## src/rtl/drp_reconf_seq_if.sv

```systemverilog
// rtl/drp_reconf_seq_if.sv - DRP bus between the reconfiguration sequencer and the PLL register file
interface drp_reconf_seq_if;
    logic [6:0]  daddr;
    logic        den;
    logic        dwe;
    logic [15:0] di;
    logic [15:0] dout;
    logic        drdy;

    modport master (output daddr, den, dwe, di, input dout, drdy);
    modport slave  (input daddr, den, dwe, di, output dout, drdy);
endinterface

```

## src/rtl/drp_reconf_seq.sv

```systemverilog
// rtl/drp_reconf_seq.sv - DRP read-modify-write table walker that then pulses PLL reset and waits for lock
module drp_reconf_seq #(
    parameter int NUM_ENTRIES  = 23,
    parameter int IDX_W        = 5,
    parameter int DRDY_TIMEOUT = 255,
    parameter int RST_CYCLES   = 4,
    parameter int LOCK_TIMEOUT = 65535
) (
    input  logic                 dclk,
    input  logic                 rst,
    input  logic                 sen,
    output logic                 busy,
    output logic                 srdy,
    output logic                 serr,
    output logic [IDX_W-1:0]     entry_idx,
    input  logic [6:0]           entry_addr,
    input  logic [15:0]          entry_mask,
    input  logic [15:0]          entry_data,
    input  logic                 locked,
    output logic                 pll_rst,
    drp_reconf_seq_if.master     drp
);
    localparam int MAX_TO  = (DRDY_TIMEOUT > LOCK_TIMEOUT) ? DRDY_TIMEOUT : LOCK_TIMEOUT;
    localparam int MAX_ALL = (MAX_TO > RST_CYCLES) ? MAX_TO : RST_CYCLES;
    localparam int CNT_W   = $clog2(MAX_ALL + 1);

    localparam logic [CNT_W-1:0] DRDY_LAST = CNT_W'(DRDY_TIMEOUT - 1);
    localparam logic [CNT_W-1:0] LOCK_LAST = CNT_W'(LOCK_TIMEOUT - 1);
    localparam logic [CNT_W-1:0] RST_LAST  = CNT_W'(RST_CYCLES - 1);
    localparam logic [IDX_W-1:0] LAST_IDX  = IDX_W'(NUM_ENTRIES - 1);

    typedef enum logic [2:0] {
        IDLE, RD, RD_WAIT, WR, WR_WAIT, NEXT, PRST, LOCK_WAIT
    } state_t;

    state_t            state;
    logic [CNT_W-1:0]  cnt;
    logic [6:0]        daddr_q;
    logic [15:0]       di_q;
    logic              den_q;
    logic              dwe_q;
    logic [15:0]       merged;
    logic              ack;

    assign merged = (drp.dout & entry_mask) | (entry_data & ~entry_mask);
    // DRDY is still high from the previous idle period in the first wait cycle, so ignore it there
    assign ack    = (cnt != '0) && drp.drdy;

    // The table index only settles on entering RD, so the read address comes straight from the table
    assign drp.daddr = (state == RD) ? entry_addr : daddr_q;
    assign drp.den   = den_q;
    assign drp.dwe   = dwe_q;
    assign drp.di    = di_q;

    always_ff @(posedge dclk) begin
        if (rst) begin
            state     <= IDLE;
            entry_idx <= '0;
            cnt       <= '0;
            daddr_q   <= '0;
            di_q      <= '0;
            den_q     <= 1'b0;
            dwe_q     <= 1'b0;
            busy      <= 1'b0;
            srdy      <= 1'b0;
            serr      <= 1'b0;
            pll_rst   <= 1'b0;
        end else begin
            den_q <= 1'b0;
            dwe_q <= 1'b0;
            srdy  <= 1'b0;
            serr  <= 1'b0;
            case (state)
                IDLE: begin
                    if (sen) begin
                        state     <= RD;
                        entry_idx <= '0;
                        busy      <= 1'b1;
                        den_q     <= 1'b1;
                    end
                end
                RD: begin
                    daddr_q <= entry_addr;
                    cnt     <= '0;
                    state   <= RD_WAIT;
                end
                RD_WAIT: begin
                    if (ack) begin
                        di_q  <= merged;
                        den_q <= 1'b1;
                        dwe_q <= 1'b1;
                        state <= WR;
                    end else if (cnt == DRDY_LAST) begin
                        serr  <= 1'b1;
                        busy  <= 1'b0;
                        state <= IDLE;
                    end else begin
                        cnt <= cnt + CNT_W'(1);
                    end
                end
                WR: begin
                    cnt   <= '0;
                    state <= WR_WAIT;
                end
                WR_WAIT: begin
                    if (ack) begin
                        state <= NEXT;
                    end else if (cnt == DRDY_LAST) begin
                        serr  <= 1'b1;
                        busy  <= 1'b0;
                        state <= IDLE;
                    end else begin
                        cnt <= cnt + CNT_W'(1);
                    end
                end
                NEXT: begin
                    if (entry_idx == LAST_IDX) begin
                        pll_rst <= 1'b1;
                        cnt     <= '0;
                        state   <= PRST;
                    end else begin
                        entry_idx <= entry_idx + IDX_W'(1);
                        den_q     <= 1'b1;
                        state     <= RD;
                    end
                end
                PRST: begin
                    if (cnt == RST_LAST) begin
                        pll_rst <= 1'b0;
                        cnt     <= '0;
                        state   <= LOCK_WAIT;
                    end else begin
                        cnt <= cnt + CNT_W'(1);
                    end
                end
                LOCK_WAIT: begin
                    if (locked) begin
                        srdy  <= 1'b1;
                        busy  <= 1'b0;
                        state <= IDLE;
                    end else if (cnt == LOCK_LAST) begin
                        serr  <= 1'b1;
                        busy  <= 1'b0;
                        state <= IDLE;
                    end else begin
                        cnt <= cnt + CNT_W'(1);
                    end
                end
                default: state <= IDLE;
            endcase
        end
    end
endmodule
```

## src/flat_wrapper.sv

```systemverilog
// flat-port wrapper written by rule: the top's interface ports become plain ports
module drp_reconf_seq_flat 
#(
    parameter int NUM_ENTRIES  = 23,
    parameter int IDX_W        = 5,
    parameter int DRDY_TIMEOUT = 255,
    parameter int RST_CYCLES   = 4,
    parameter int LOCK_TIMEOUT = 65535
)
  (dclk, rst, sen, busy, srdy, serr, entry_idx, entry_addr, entry_mask, entry_data, locked, pll_rst, drp_daddr, drp_den, drp_dwe, drp_di, drp_dout, drp_drdy);
  drp_reconf_seq_if drp_i ();
  input  logic dclk;
  input  logic rst;
  input  logic sen;
  output logic busy;
  output logic srdy;
  output logic serr;
  output logic [IDX_W-1:0] entry_idx;
  input  logic [6:0] entry_addr;
  input  logic [15:0] entry_mask;
  input  logic [15:0] entry_data;
  input  logic locked;
  output logic pll_rst;
  output wire logic [$bits(drp_i.daddr)-1:0] drp_daddr;
  output wire logic [$bits(drp_i.den)-1:0] drp_den;
  output wire logic [$bits(drp_i.dwe)-1:0] drp_dwe;
  output wire logic [$bits(drp_i.di)-1:0] drp_di;
  input wire logic [$bits(drp_i.dout)-1:0] drp_dout;
  input wire logic [$bits(drp_i.drdy)-1:0] drp_drdy;
  assign drp_daddr = drp_i.daddr;
  assign drp_den = drp_i.den;
  assign drp_dwe = drp_i.dwe;
  assign drp_di = drp_i.di;
  assign drp_i.dout = drp_dout;
  assign drp_i.drdy = drp_drdy;
  drp_reconf_seq #(.NUM_ENTRIES(NUM_ENTRIES), .IDX_W(IDX_W), .DRDY_TIMEOUT(DRDY_TIMEOUT), .RST_CYCLES(RST_CYCLES), .LOCK_TIMEOUT(LOCK_TIMEOUT)) u_core (.dclk(dclk), .rst(rst), .sen(sen), .busy(busy), .srdy(srdy), .serr(serr), .entry_idx(entry_idx), .entry_addr(entry_addr), .entry_mask(entry_mask), .entry_data(entry_data), .locked(locked), .pll_rst(pll_rst), .drp(drp_i));
endmodule
```

## config.mk

```make
export PLATFORM = sky130hd
export DESIGN_NAME = drp_reconf_seq_flat
export DESIGN_NICKNAME = d
export VERILOG_FILES = /design/src/rtl/drp_reconf_seq_if.sv /design/src/rtl/drp_reconf_seq.sv /design/src/flat_wrapper.sv
export SDC_FILE = /design/constraint.sdc
export NUM_CORES = 1
export LEC_CHECK = 0
export CAP_MARGIN = 20
export CORE_MARGIN = 8
export CORE_UTILIZATION = 25
export DETAILED_ROUTE_END_ITERATION = 10
export GPL_TIMING_DRIVEN = 0
export PLACE_DENSITY = 0.48
export SLEW_MARGIN = 20
export SYNTH_ARGS = -nofsm -noshare
export SYNTH_HDL_FRONTEND = slang
export SYNTH_SLANG_ARGS = --single-unit
export TNS_END_PERCENT = 50
```

## constraint.sdc

```tcl
create_clock -name dclk -period 2.2 [get_ports dclk]
set_input_delay 0.44 -clock dclk [delete_from_list [all_inputs] [get_ports dclk]]
set_output_delay 0.44 -clock dclk [all_outputs]
set_load 0.01 [all_outputs]
```

Word level (Yosys, flattened, before mapping):

Index checks and enable logic that the tools add are counted.

* register bits: 53
* word-level logic and storage cells: 96

* $add $sub $neg: 2
* equality and inequality tests: 21
* mux-type cells: 39
* bitwise operators: 6
* reduce and logical (&&, ||, !) cells: 17

Operators with widths (count)
* two-way mux 16 bit: 6
* case mux 16 bit (5 select lines): 1
* AND 16 bit: 2
* two-way mux 3 bit: 8
* case mux 3 bit (8 select lines): 1
* adder 16 x 1 -> 16 bit (second input constant): 1
* == test 16 bit (second input constant): 1
* == test 16 x 2 -> 1 bit (second input constant): 1
* == test 16 x 8 -> 1 bit (second input constant): 1
* inverter 16 bit: 1
* OR 16 bit: 1
* nonzero test 16 bit: 1
* two-way mux 1 bit: 15
* == test 3 bit (second input constant): 4
* != test 2 bit (second input constant): 6
* two-way mux 5 bit: 2
* case mux 5 bit (2 select lines): 1
* AND reduction 3 bit: 3
* OR reduction 2 bit: 4
* two-way mux 7 bit: 1
* == test 3 x 2 -> 1 bit (second input constant): 2
* != test 2 x 1 -> 1 bit (second input constant): 3
* case mux 1 bit (3 select lines): 2
* AND reduction 6 bit: 1
* 13 further kinds: 16

Depth between registers and ports, before layout:

* depth after elaboration: 4
* depth in mapped cells: 9
* depth with buffers taken out: 7

Least setup slack after synthesis:

OpenSTA, ideal clock, no wires.

* path type: reg2reg
* start point: register u_core.entry_idx[0]
* end point: register u_core.cnt[9]
* setup time: 92 ps
* data arrival time: 1846 ps
* data required time: 2108 ps
* slack: 261 ps
* cell stages (with the launch flop): 10
* path buffers: 2
* period minus slack after synthesis: 1939 ps
* path through: dfxtp_1 -> inv_1 -> ha_1 -> and4b_1 -> buf_2 -> nor3_1 -> a211o_2 -> buf_4 -> a211oi_1 -> o32ai_1

* word-level cells in the longest chain between the ends: 3

RTL lines
* from (decl): RTL line drp_reconf_seq.sv:15 `output logic [IDX_W-1:0] entry_idx,`
* from (signal assigned): RTL line drp_reconf_seq.sv:122 `entry_idx <= entry_idx + IDX_W'(1);`
* == test 5 bit: RTL line drp_reconf_seq.sv:117 `if (entry_idx == LAST_IDX) begin`
* != test 2 x 1 -> 1 bit (no source line)
* AND reduction 6 bit (no source line)
* to (signal assigned): RTL line drp_reconf_seq.sv:113 `cnt <= cnt + CNT_W'(1);`
* to (signal assigned): RTL line drp_reconf_seq.sv:133 `cnt <= cnt + CNT_W'(1);`
* to (signal assigned): RTL line drp_reconf_seq.sv:146 `cnt <= cnt + CNT_W'(1);`
* to (decl): RTL line drp_reconf_seq.sv:37 `logic [CNT_W-1:0] cnt;`

Every way passes these cells.
A chain may end at the register's enable or synchronous reset.

Worst setup path after layout:

* start point: register u_core.state[0]
* end point: output drp_daddr[2]

* word-level cells in the longest chain between the ends: 2

RTL lines
* from (decl): RTL line drp_reconf_seq.sv:36 `state_t state;`
* from (signal assigned): RTL line drp_reconf_seq.sv:57 `state <= IDLE;`
* from (signal assigned): RTL line drp_reconf_seq.sv:76 `state <= RD;`
* from (signal assigned): RTL line drp_reconf_seq.sv:85 `state <= RD_WAIT;`
* == test 3 x 1 -> 1 bit: RTL line drp_reconf_seq.sv:50 `assign drp.daddr = (state == RD) ? entry_addr : daddr_q;`
* two-way mux 7 bit: RTL line drp_reconf_seq.sv:50
* to (decl): RTL line flat_wrapper.sv:24 `output wire logic [$bits(drp_i.daddr)-1:0] drp_daddr;`

Every way passes these cells.

==> qor.yml <==
status: "finished, final reports clean"
die_x_um: 124
hold_depth: 2
fmax_ghz: 0.469
cts_tree: "built"
drc: 0
total_power_mw: 2.73
slowest_stage: "dfxtp_4"
endpoint_kind: "primary output"
hold_viol: 0
relSlewSlack: 0.604
path_buf_inv: 4
clk_path_buf_depth: 2
overflow: 0
clock_latency_ns: 0.29
vias: 2895
ys_top_cells_by_area: "dfxtp_1, a211oi_1, mux2i_1"
cp_num_cells: 6
rsz0062_at_grt: "true"
drtIter0Drc: 133
globalRouteTotalUtil: 0.115
htreeDepth: 2
synth-seq-cells: 53
dpl.hpwl_mm: 6.96
fin_crit_sh: 0.970
p_leak_nw: 1.53
cts_buffers: 5
final_cell_mix: "clkdlybuf4s50_1, dfxtp_1, nor2_1, a211oi_1"
path_delay_family: "buffers and inverters"
boundaryPins: 94
yosysUniqueCellTypes: 56
final_nets: 497
async_reset_ff_frac: 0
r2r_cells: 9
power_density_nw_per_um2: 629
yosysTopAreaCellShare: 0.361
drive_above_1_share: 0.185
syn_area_um2: 2940
nFillCells: 1161
final_common_cell: "clkdlybuf4s50_1"
startpoint_type: "flip-flop"
syn_to_final_growth_pct: 47.8
grt_start_max_net_pins: 16
slew_viol_final: 0
post-route-min-period_ns: 2.13
synth-edff-count: 0
first_pass_iters: 4
cp.required_ns: 1.76
worstPathMaxFanout: 4
viasPerCell: 5.03
grt_pass1_wl_mm: 15.0
antenna_cells: 0
rows: 39
hp-class: "flip-flop to flip-flop"
slowest_delay_ns: 0.36
postSynthCellCount: 325
portBuffers: 93
final.setup.tns_ns: 0
clock_sinks: 53
hold_buffers: 0
synth_top_area_cell: "dfxtp_1"
postSynthAreaPerCell_um2: 9.03
gp_congestion: 0.785
ctsRootBufferMaster: "clkbuf_16"
die_y_um: 124
vdd_drop_max_uv: 297
path_cells: "buf_6, clkinvlp_4, nor3_4, buf_6, mux2_2, clkbuf_2"
wire_per_inst_um: 16.0
setup_viol: 0
wl_mm: 9.20
coreArea_um2: 11400
yosys_warnings: 0
path_class: "flip-flop to primary output"
ys_seq_area_frac: 0.361
start_util: 0.257
clkTransAtPathRegs_ns: 0.07
worst_path_most_repeated_cell: "buf_6"
whs_ns: 0.500
finalClockSkew_ns: 0.00370
crit_arrival_ns: 1.69
synth_ff_type: "dfxtp_1"
maxCapViolations: 0
grt_pass1_vias: 2889
die_area_um2: 15500
synth_nets: 390
tightest_slew_ns: 0.594
antenna_found_initial: 0
ant_nets: 0
-- worst reg2reg max path: stages (launching register included) --
cell and delay, ns:
dfxtp_2 0.35, inv_1 0.10, ha_1 0.17, nor3b_2 0.19
a41oi_2 0.16, buf_4 0.20, o21a_4 0.25, buf_6 0.16
o311ai_2 0.29, o41ai_2 0.11
-- final cells by class --
type | count | area (um^2) | area share
Tap cell | 143 | 179 | 0.0412
Inverter | 17 | 67.6 | 0.0156
Clock buffer | 6 | 129 | 0.0297
Buffer | 20 | 115 | 0.0265
Clock inverter | 1 | 8.76 | 0.00202
Multi-Input combinational cell | 234 | 1790 | 0.412
Sequential cell | 53 | 1070 | 0.246
Timing Repair Buffer | 101 | 982 | 0.226
-- layer usage --
metal,global-route usage,vias up,wire length [um]
met2,0.175,111,4040
met5,0,-,0
met3,0.0523,7,883
li1,-,1420,-
met1,0.142,1357,4120
met4,0.0354,0,146
-- cells in the mapped netlist (4+ instances only) --
master,instances
nand3_1,12
mux2i_1,16
nor3_1,4
a21oi_1,7
or3_1,5
a211oi_1,29
nand2_1,14
nand2b_1,4
o32ai_1,10
xnor2_1,5
o21ai_0,6
mux2_2,8
clkbuf_1,9
buf_2,9
dfxtp_1,53
and2_1,10
and3_1,6
nand4_1,8
nor2_1,33
inv_1,17
ha_1,5
-- state kept, by name, summed over array words and instances, names as in the netlist --
name,cells
u_core.entry_idx,5
u_core.drp.di,16
u_core.drp.dwe,1
u_core.drp.den,1
u_core.pll_rst,1
u_core.daddr_q,7
u_core.serr,1
u_core.busy,1
u_core.srdy,1
u_core.state,3
u_core.cnt,16
-- metrics by stage --
step / area, um^2 / worst slack, ns / std cells / utilization
floorplan: 2940 / 0.261 / 325 / -
global placement: 4050 / -0.430 / 561 / 0.354
detailed placement: 4050 / -0.408 / 561 / 0.354
CTS: 4250 / -0.0218 / 573 / 0.372
global route: 4340 / -0.0301 / 575 / 0.380
finish: 4340 / 0.0666 / 575 / 0.380
-- logic make-up (layout without fill, tap and decap cells) --
logic type	after synthesis	count (layout)	share of synthesized area
xor+xnor	5	5	0.0149
mux	24	24	0.0853
flops	53	53	0.361
simple gates	121	121	0.237
fa+ha+maj	5	5	0.0213
buf+inv	38	145	0.0588
compound gates	79	79	0.221
-- power by group --
part	switching, mW	leakage (nW)	internal, mW
Sequential	0.0314	0.431	1.01
Clock	0.359	0.0669	0.419
Combinational	0.449	1.03	0.461
-- repair_timing --
action / CTS / global route
buffers inserted: 5 / 3
pin swaps: 2 / 5
resized for setup: 17 / 39
endpoints found under the setup margin: 32 / 39
cloned: 0 / 0
-- path summary, 6_finish.rpt --
path                     start                end  slack, ns
max            u_core.state[0]       drp_daddr[2]       0.07
min          u_core.drp.di[11]  u_core.drp.di[11]       0.50
max reg2reg      u_core.cnt[0]      u_core.cnt[2]       0.11
min reg2reg  u_core.drp.di[11]  u_core.drp.di[11]       0.50
Power figures use the tool's default switching activity.
